## config.mk

```make
export PLATFORM = sky130hd
export DESIGN_NAME = branch_sched_flat
export DESIGN_NICKNAME = d
export VERILOG_FILES = /design/src/rtl/branch_sched_if.sv /design/src/rtl/branch_sched.sv /design/src/flat_wrapper.sv
export SDC_FILE = /design/constraint.sdc
export NUM_CORES = 1
export LEC_CHECK = 0
export BUFFER_PORTS_ARGS = -buffer_cell sky130_fd_sc_hd__buf_2
export CAP_MARGIN = 0
export CORE_AREA = 10 10 286 288
export DETAILED_ROUTE_END_ITERATION = 10
export DIE_AREA = 0 0 296 298
export SLEW_MARGIN = 0
export SYNTH_ARGS = -nofsm -noshare
export SYNTH_HDL_FRONTEND = slang
export SYNTH_SLANG_ARGS = --single-unit
```

## constraint.sdc

```tcl
create_clock -name clock -period 9.1 [get_ports clock]
set_input_delay 1.365 -clock clock [delete_from_list [all_inputs] [get_ports clock]]
set_output_delay 1.365 -clock clock [all_outputs]
set_load 0.005 [all_outputs]
```

## src/rtl/branch_sched_if.sv

```systemverilog
// rtl/branch_sched_if.sv - request/result bundle for the shared branch resolver
interface branch_sched_if #(
  parameter int NUM_REQ = 4,
  parameter int TAG_W   = 5
);
  logic [NUM_REQ-1:0]       req_valid;
  logic [NUM_REQ*32-1:0]    req_rs1;
  logic [NUM_REQ*32-1:0]    req_rs2;
  logic [NUM_REQ*3-1:0]     req_func;
  logic [NUM_REQ*32-1:0]    req_pc;
  logic [NUM_REQ*32-1:0]    req_offset;
  logic [NUM_REQ-1:0]       req_pred_taken;
  logic [NUM_REQ*32-1:0]    req_pred_target;
  logic [NUM_REQ*TAG_W-1:0] req_tag;
  logic [NUM_REQ-1:0]       grant;
  logic                     res_valid;
  logic                     res_ready;
  logic                     res_take;
  logic [31:0]              res_target;
  logic [31:0]              res_link;
  logic                     res_mispredict;
  logic [TAG_W-1:0]         res_tag;
  logic                     squashing;

  modport master (
    output req_valid, req_rs1, req_rs2, req_func, req_pc, req_offset,
           req_pred_taken, req_pred_target, req_tag, res_ready,
    input  grant, res_valid, res_take, res_target, res_link, res_mispredict,
           res_tag, squashing
  );

  modport slave (
    input  req_valid, req_rs1, req_rs2, req_func, req_pc, req_offset,
           req_pred_taken, req_pred_target, req_tag, res_ready,
    output grant, res_valid, res_take, res_target, res_link, res_mispredict,
           res_tag, squashing
  );
endinterface

```

## src/rtl/branch_sched.sv

```systemverilog
// rtl/branch_sched.sv - round-robin shared branch resolver with result stage and squash window
module branch_sched #(
  parameter int NUM_REQ       = 4,
  parameter int TAG_W         = 5,
  parameter int SQUASH_CYCLES = 2
) (
  input  logic         clock,
  input  logic         reset,
  branch_sched_if.slave bus
);
  localparam int PTR_W = $clog2(NUM_REQ);
  localparam int CNT_W = $clog2(SQUASH_CYCLES + 1);

  localparam logic [2:0] F_EQ   = 3'd0;
  localparam logic [2:0] F_NE   = 3'd1;
  localparam logic [2:0] F_LT   = 3'd2;
  localparam logic [2:0] F_GE   = 3'd3;
  localparam logic [2:0] F_LTU  = 3'd4;
  localparam logic [2:0] F_GEU  = 3'd5;
  localparam logic [2:0] F_JAL  = 3'd6;
  localparam logic [2:0] F_JALR = 3'd7;

  typedef enum logic {RUN, SQUASH} state_t;

  state_t             state;
  logic [CNT_W-1:0]   cnt;
  logic [PTR_W-1:0]   ptr;
  logic               rv_q;
  logic               take_q;
  logic [31:0]        target_q;
  logic [31:0]        link_q;
  logic               mis_q;
  logic [TAG_W-1:0]   tag_q;

  logic               issue_ok;
  logic               found;
  logic [PTR_W-1:0]   gidx;
  logic [PTR_W-1:0]   cidx;
  int                 cand;
  logic [NUM_REQ-1:0] gnt;

  // A mispredicting result blocks issue in the very cycle it is accepted.
  always_comb begin
    issue_ok = (state == RUN) && (!rv_q || (bus.res_ready && !mis_q));
    found    = 1'b0;
    gidx     = '0;
    cidx     = '0;
    cand     = 0;
    gnt      = '0;
    if (issue_ok) begin
      for (int k = 0; k < NUM_REQ; k++) begin
        cand = (int'(ptr) + k) % NUM_REQ;
        cidx = PTR_W'(cand);
        if (!found && bus.req_valid[cidx]) begin
          found = 1'b1;
          gidx  = cidx;
        end
      end
    end
    if (found) gnt[gidx] = 1'b1;
  end

  logic [31:0]      rs1, rs2, pc, off, ptgt, link, jalr_sum, tgt;
  logic [2:0]       func;
  logic             ptk, eq, lt, ltu, take, mis;
  logic [TAG_W-1:0] tag;

  assign rs1  = bus.req_rs1[32*gidx +: 32];
  assign rs2  = bus.req_rs2[32*gidx +: 32];
  assign pc   = bus.req_pc[32*gidx +: 32];
  assign off  = bus.req_offset[32*gidx +: 32];
  assign ptgt = bus.req_pred_target[32*gidx +: 32];
  assign func = bus.req_func[3*gidx +: 3];
  assign ptk  = bus.req_pred_taken[gidx];
  assign tag  = bus.req_tag[TAG_W*gidx +: TAG_W];

  always_comb begin
    eq       = (rs1 == rs2);
    lt       = ($signed(rs1) < $signed(rs2));
    ltu      = (rs1 < rs2);
    link     = pc + 32'd4;
    jalr_sum = rs1 + off;
    case (func)
      F_EQ:         take = eq;
      F_NE:         take = !eq;
      F_LT:         take = lt;
      F_GE:         take = !lt;
      F_LTU:        take = ltu;
      F_GEU:        take = !ltu;
      F_JAL, F_JALR: take = 1'b1;
      default:      take = 1'b0;
    endcase
    if (func == F_JALR) tgt = {jalr_sum[31:1], 1'b0};
    else if (take)      tgt = pc + off;
    else                tgt = link;
    mis = (take != ptk) || (take && (tgt != ptgt));
  end

  always_ff @(posedge clock or posedge reset) begin
    if (reset) begin
      state    <= RUN;
      cnt      <= '0;
      ptr      <= '0;
      rv_q     <= 1'b0;
      take_q   <= 1'b0;
      target_q <= '0;
      link_q   <= '0;
      mis_q    <= 1'b0;
      tag_q    <= '0;
    end else begin
      if (found) begin
        rv_q     <= 1'b1;
        take_q   <= take;
        target_q <= tgt;
        link_q   <= link;
        mis_q    <= mis;
        tag_q    <= tag;
        ptr      <= (gidx == PTR_W'(NUM_REQ - 1)) ? '0 : gidx + 1'b1;
      end else if (bus.res_ready) begin
        rv_q <= 1'b0;
      end

      case (state)
        RUN: begin
          if (rv_q && mis_q && bus.res_ready) begin
            state <= SQUASH;
            cnt   <= CNT_W'(SQUASH_CYCLES);
          end
        end
        SQUASH: begin
          if (cnt == CNT_W'(1)) begin
            state <= RUN;
            cnt   <= '0;
          end else begin
            cnt <= cnt - 1'b1;
          end
        end
        default: state <= RUN;
      endcase
    end
  end

  assign bus.grant          = gnt;
  assign bus.res_valid      = rv_q;
  assign bus.res_take       = take_q;
  assign bus.res_target     = target_q;
  assign bus.res_link       = link_q;
  assign bus.res_mispredict = mis_q;
  assign bus.res_tag        = tag_q;
  assign bus.squashing      = (state == SQUASH);
endmodule

```

## src/flat_wrapper.sv

```systemverilog
// flat-port wrapper written by rule: the top's interface ports become plain ports
module branch_sched_flat 
#(
  parameter int NUM_REQ       = 4,
  parameter int TAG_W         = 5,
  parameter int SQUASH_CYCLES = 2
)
  (clock, reset, bus_req_valid, bus_req_rs1, bus_req_rs2, bus_req_func, bus_req_pc, bus_req_offset, bus_req_pred_taken, bus_req_pred_target, bus_req_tag, bus_res_ready, bus_grant, bus_res_valid, bus_res_take, bus_res_target, bus_res_link, bus_res_mispredict, bus_res_tag, bus_squashing);
  branch_sched_if #(.NUM_REQ(NUM_REQ), .TAG_W(TAG_W)) bus_i ();
  input  logic clock;
  input  logic reset;
  input wire logic [$bits(bus_i.req_valid)-1:0] bus_req_valid;
  input wire logic [$bits(bus_i.req_rs1)-1:0] bus_req_rs1;
  input wire logic [$bits(bus_i.req_rs2)-1:0] bus_req_rs2;
  input wire logic [$bits(bus_i.req_func)-1:0] bus_req_func;
  input wire logic [$bits(bus_i.req_pc)-1:0] bus_req_pc;
  input wire logic [$bits(bus_i.req_offset)-1:0] bus_req_offset;
  input wire logic [$bits(bus_i.req_pred_taken)-1:0] bus_req_pred_taken;
  input wire logic [$bits(bus_i.req_pred_target)-1:0] bus_req_pred_target;
  input wire logic [$bits(bus_i.req_tag)-1:0] bus_req_tag;
  input wire logic [$bits(bus_i.res_ready)-1:0] bus_res_ready;
  output wire logic [$bits(bus_i.grant)-1:0] bus_grant;
  output wire logic [$bits(bus_i.res_valid)-1:0] bus_res_valid;
  output wire logic [$bits(bus_i.res_take)-1:0] bus_res_take;
  output wire logic [$bits(bus_i.res_target)-1:0] bus_res_target;
  output wire logic [$bits(bus_i.res_link)-1:0] bus_res_link;
  output wire logic [$bits(bus_i.res_mispredict)-1:0] bus_res_mispredict;
  output wire logic [$bits(bus_i.res_tag)-1:0] bus_res_tag;
  output wire logic [$bits(bus_i.squashing)-1:0] bus_squashing;
  assign bus_i.req_valid = bus_req_valid;
  assign bus_i.req_rs1 = bus_req_rs1;
  assign bus_i.req_rs2 = bus_req_rs2;
  assign bus_i.req_func = bus_req_func;
  assign bus_i.req_pc = bus_req_pc;
  assign bus_i.req_offset = bus_req_offset;
  assign bus_i.req_pred_taken = bus_req_pred_taken;
  assign bus_i.req_pred_target = bus_req_pred_target;
  assign bus_i.req_tag = bus_req_tag;
  assign bus_i.res_ready = bus_res_ready;
  assign bus_grant = bus_i.grant;
  assign bus_res_valid = bus_i.res_valid;
  assign bus_res_take = bus_i.res_take;
  assign bus_res_target = bus_i.res_target;
  assign bus_res_link = bus_i.res_link;
  assign bus_res_mispredict = bus_i.res_mispredict;
  assign bus_res_tag = bus_i.res_tag;
  assign bus_squashing = bus_i.squashing;
  branch_sched #(.NUM_REQ(NUM_REQ), .TAG_W(TAG_W), .SQUASH_CYCLES(SQUASH_CYCLES)) u_core (.clock(clock), .reset(reset), .bus(bus_i));
endmodule
```

==> flow_summary.json <==
{
  "outcome": "finished, final reports clean",
  "dieArea_um2": 88200,
  "cp.arrival_ns": 8.19,
  "synth_seq_area_share_pct": 13.0,
  "post_cts_buffers": 0,
  "grt_use_total_pct": 21.8,
  "chipWidth_um": 296,
  "cp-start-kind": "input port",
  "synthCells": 2345,
  "reg2reg_to": "u_core.bus.res_mispredict$_DFFE_PP0P_",
  "clockBufferDepth": 2,
  "grt_setup_unrepaired": "no",
  "syn_area_um2": 14800,
  "required_ns": 9.33,
  "dp_slack_ns": 0.902,
  "ioPinCount": 760,
  "synth_edf_count": 0,
  "cts_buffers": 9,
  "synth_warnings": 0,
  "rows": 101,
  "drc": 0,
  "tightest_slew_ns": 1.16,
  "grt_max_degree": 128,
  "cts_sinks": 77,
  "vdd_drop_max_mv": 0.191,
  "avgRoutedWirePerCell_um": 25.7,
  "placed_cell_area_um2": 19700,
  "synthFlopType": "dfrtp_1",
  "syn_avg_cell_area_um2": 6.33,
  "total_leakage_power_nw": 9.89,
  "finalHoldViolations": 0,
  "slew_headroom_pct": 21.5,
  "r2r_start": "u_core.bus.res_mispredict$_DFFE_PP0P_",
  "clk_latency_ns": 0.36,
  "reg2reg_depth": 25,
  "die_h_um": 298,
  "viasPerCell": 5.08,
  "cts_tree": "yes",
  "worstHoldEndpoint": "u_core.bus.res_link[26]$_DFFE_PP0P_",
  "nets": 3793,
  "grt_pass1_wl_um": 141000,
  "cts-root-buf": "clkbuf_16",
  "antenna_found_initial": 26,
  "ys_ff_latch": 77,
  "setup_violations": 0,
  "r2r_slack_ns": 1.67,
  "drive_above_1_share_pct": 28.9,
  "cp-end-kind": "flop",
  "start_util_pct": 19.6,
  "ys_types": 98,
  "area_growth_pct": 34.5,
  "htree_num_levels": 3,
  "postRouteAntennaNets": 0,
  "worstSetupPathType": "in -> reg",
  "period_share_pct": 87.4,
  "critical_path.max_fanout": 69,
  "holdCritStartpoint": "u_core.bus.res_link[26]$_DFFE_PP0P_",
  "dr_total_vias": 20300,
  "ys_async_sr_fraction_pct": 100,
  "hold_buffers": 0,
  "syn_nets": 3129,
  "port_buffers": 759,
  "power_density_nw_per_um2": 526,
  "cap_viol_max_count": 0,
  "grt-ovfl-total": 0,
  "max_freq_ghz": 0.126,
  "drv_slew": 0,
  "post_cts_resized": 0,
  "fin_tns_setup_ns": 0,
  "drt_wl_total_um": 103000,
  "dr.first_iter.drc_count": 1711,
  "layout_setup_ws_ns": 1.15,
  "core_area_um2": 75700,
  "fin_crit_ns": 7.95,
  "path_clk_slew_ns": 0.06,
  "grt_pass1_vias": 19600,
  "dp_hpwl_um": 88900,
  "gp_congestion": 0.989,
  "firstDrtPassIters": 5,
  "whs_path_depth": 2,
  "fin_area_um2": 20000,
  "hold_class": "reg -> reg",
  "fin_skew_ns": 0.0115
}
==> cells in the final DEF, fill, tap and decap left out, drive strengths merged, types with 6 or more instances in the layout <==
master	count
xnor2	70
o21ai	127
nor4	17
a221oi	8
and2	14
mux2	8
nand3	154
o31a	6
inv	42
dfrtp	77
a211oi	21
nand3b	6
nor3b	8
and3	88
ha	99
o211ai	23
o21a	13
nand2	780
nor2b	11
mux2i	64
buf	802
clkbuf	10
nand4	28
a31oi	105
o31ai	7
a21oi	98
a32oi	14
a21o	33
nor3	38
nor2	93
or3	13
nand2b	8
diode	7
xor2	36
==> flip-flops by register name, indices dropped and copies added (netlist names) <==
name	cells
u_core.bus.res_mispredict	1
u_core.bus.res_link	32
u_core.bus.res_target	32
u_core.bus.res_tag	5
u_core.bus.res_take	1
u_core.bus.res_valid	1
u_core.cnt	2
u_core.bus.squashing	1
u_core.ptr	2
==> cells in the mapped netlist (14+ instances only) <==
cell type | instances | area, um^2
nand2_1 | 779 | 2920
nand3_1 | 151 | 756
o21ai_0 | 119 | 596
a31oi_1 | 105 | 657
clkbuf_1 | 99 | 372
ha_1 | 99 | 1240
a21oi_1 | 97 | 485
nor2_1 | 92 | 345
and3_1 | 88 | 551
dfrtp_1 | 77 | 1930
xnor2_1 | 70 | 613
mux2i_1 | 63 | 631
inv_1 | 38 | 143
nor3_1 | 36 | 180
xor2_1 | 36 | 315
a21o_1 | 32 | 240
buf_1 | 29 | 109
nand4_1 | 27 | 169
o211ai_1 | 22 | 165
a211oi_1 | 20 | 150
nor4_1 | 16 | 100
buf_2 | 15 | 75.1
a32oi_1 | 14 | 123
==> per-stage QoR <==
stage / utilization (%) / cells / hold WS [ns] / power, mW
floorplan: - / 2345 / 0.463 / 6.49
global placement: 26.0 / 3976 / 0.452 / 9.99
detailed placement: 26.0 / 3976 / 0.457 / 9.99
CTS: 26.4 / 3992 / 0.472 / 10.4
global route: 26.4 / 3999 / 0.495 / 11.3
finish: 26.4 / 3999 / 0.466 / 10.5
==> per-layer routing <==
layer | track usage [%] | wire (um) | vias to the layer above
met5 | 0 | 30 | -
met2 | 38.3 | 50400 | 1015
met3 | 3.51 | 8150 | 129
met1 | 26.6 | 40900 | 9504
li1 | - | - | 9664
met4 | 7.29 | 3390 | 6
==> report_power, final <==
group | switching [mW] | internal (mW) | leakage (nW) | total (mW)
Clock | 0.163 | 0.197 | 0.146 | 0.360
Combinational | 6.36 | 3.17 | 8.81 | 9.53
Sequential | 0.0935 | 0.527 | 0.930 | 0.620
Total | 6.61 | 3.90 | 9.89 | 10.5
==> area by class of cell <==
cell class / instances / area [um^2]
fill: 8621 / 55700
tap: 978 / 1220
multi-input combinational: 2080 / 12200
antenna: 7 / 17.5
clock buffer: 10 / 239
sequential: 77 / 1930
inverter: 39 / 158
clock inverter: 6 / 51.3
timing repair buffer: 802 / 4180
==> logic make-up after synthesis <==
| logic type | share of synthesized area, % |
|---|---|
| compound gates | 23.1 |
| xor+xnor | 6.40 |
| flops | 13.0 |
| buf+inv | 5.16 |
| simple gates | 38.8 |
| fa+ha+maj | 8.61 |
| mux | 4.95 |
==> how the worst max path moves through the flow <==
stage | start | end | depth (start not counted)
3_3_place_gp | bus_res_ready | u_core.bus.res_mispredict$_DFFE_PP0P_ | 25
2_1_floorplan | bus_req_valid[0] | u_core.bus.res_mispredict$_DFFE_PP0P_ | 30
3_5_place_dp | bus_res_ready | u_core.bus.res_mispredict$_DFFE_PP0P_ | 25
4_1_cts | bus_res_ready | u_core.bus.res_mispredict$_DFFE_PP0P_ | 25
6_report | bus_res_ready | u_core.bus.res_mispredict$_DFFE_PP0P_ | 25
5_1_grt | bus_res_ready | u_core.bus.res_mispredict$_DFFE_PP0P_ | 25
==> critical path, cell delays in order <==
cell and delay (ns):
buf_2 0.14, nand2b_4 0.06, a21o_4 0.24, nor4_4 0.66
buf_12 0.32, buf_4 0.33, nand2_1 0.08, and3_1 0.17
a31oi_1 0.35, ha_1 0.32, a21oi_1 0.13, o21ai_0 0.11
a221o_1 0.35, o311a_1 0.39, o22ai_1 0.56, nand3_1 0.31
and4_1 0.39, nor2_2 0.10, buf_4 0.41, nor2_1 0.24
a221oi_2 0.34, xnor2_1 0.13, nor4_1 0.27, and4_1 0.25
a21oi_1 0.07
Power figures use the tool's default switching activity.
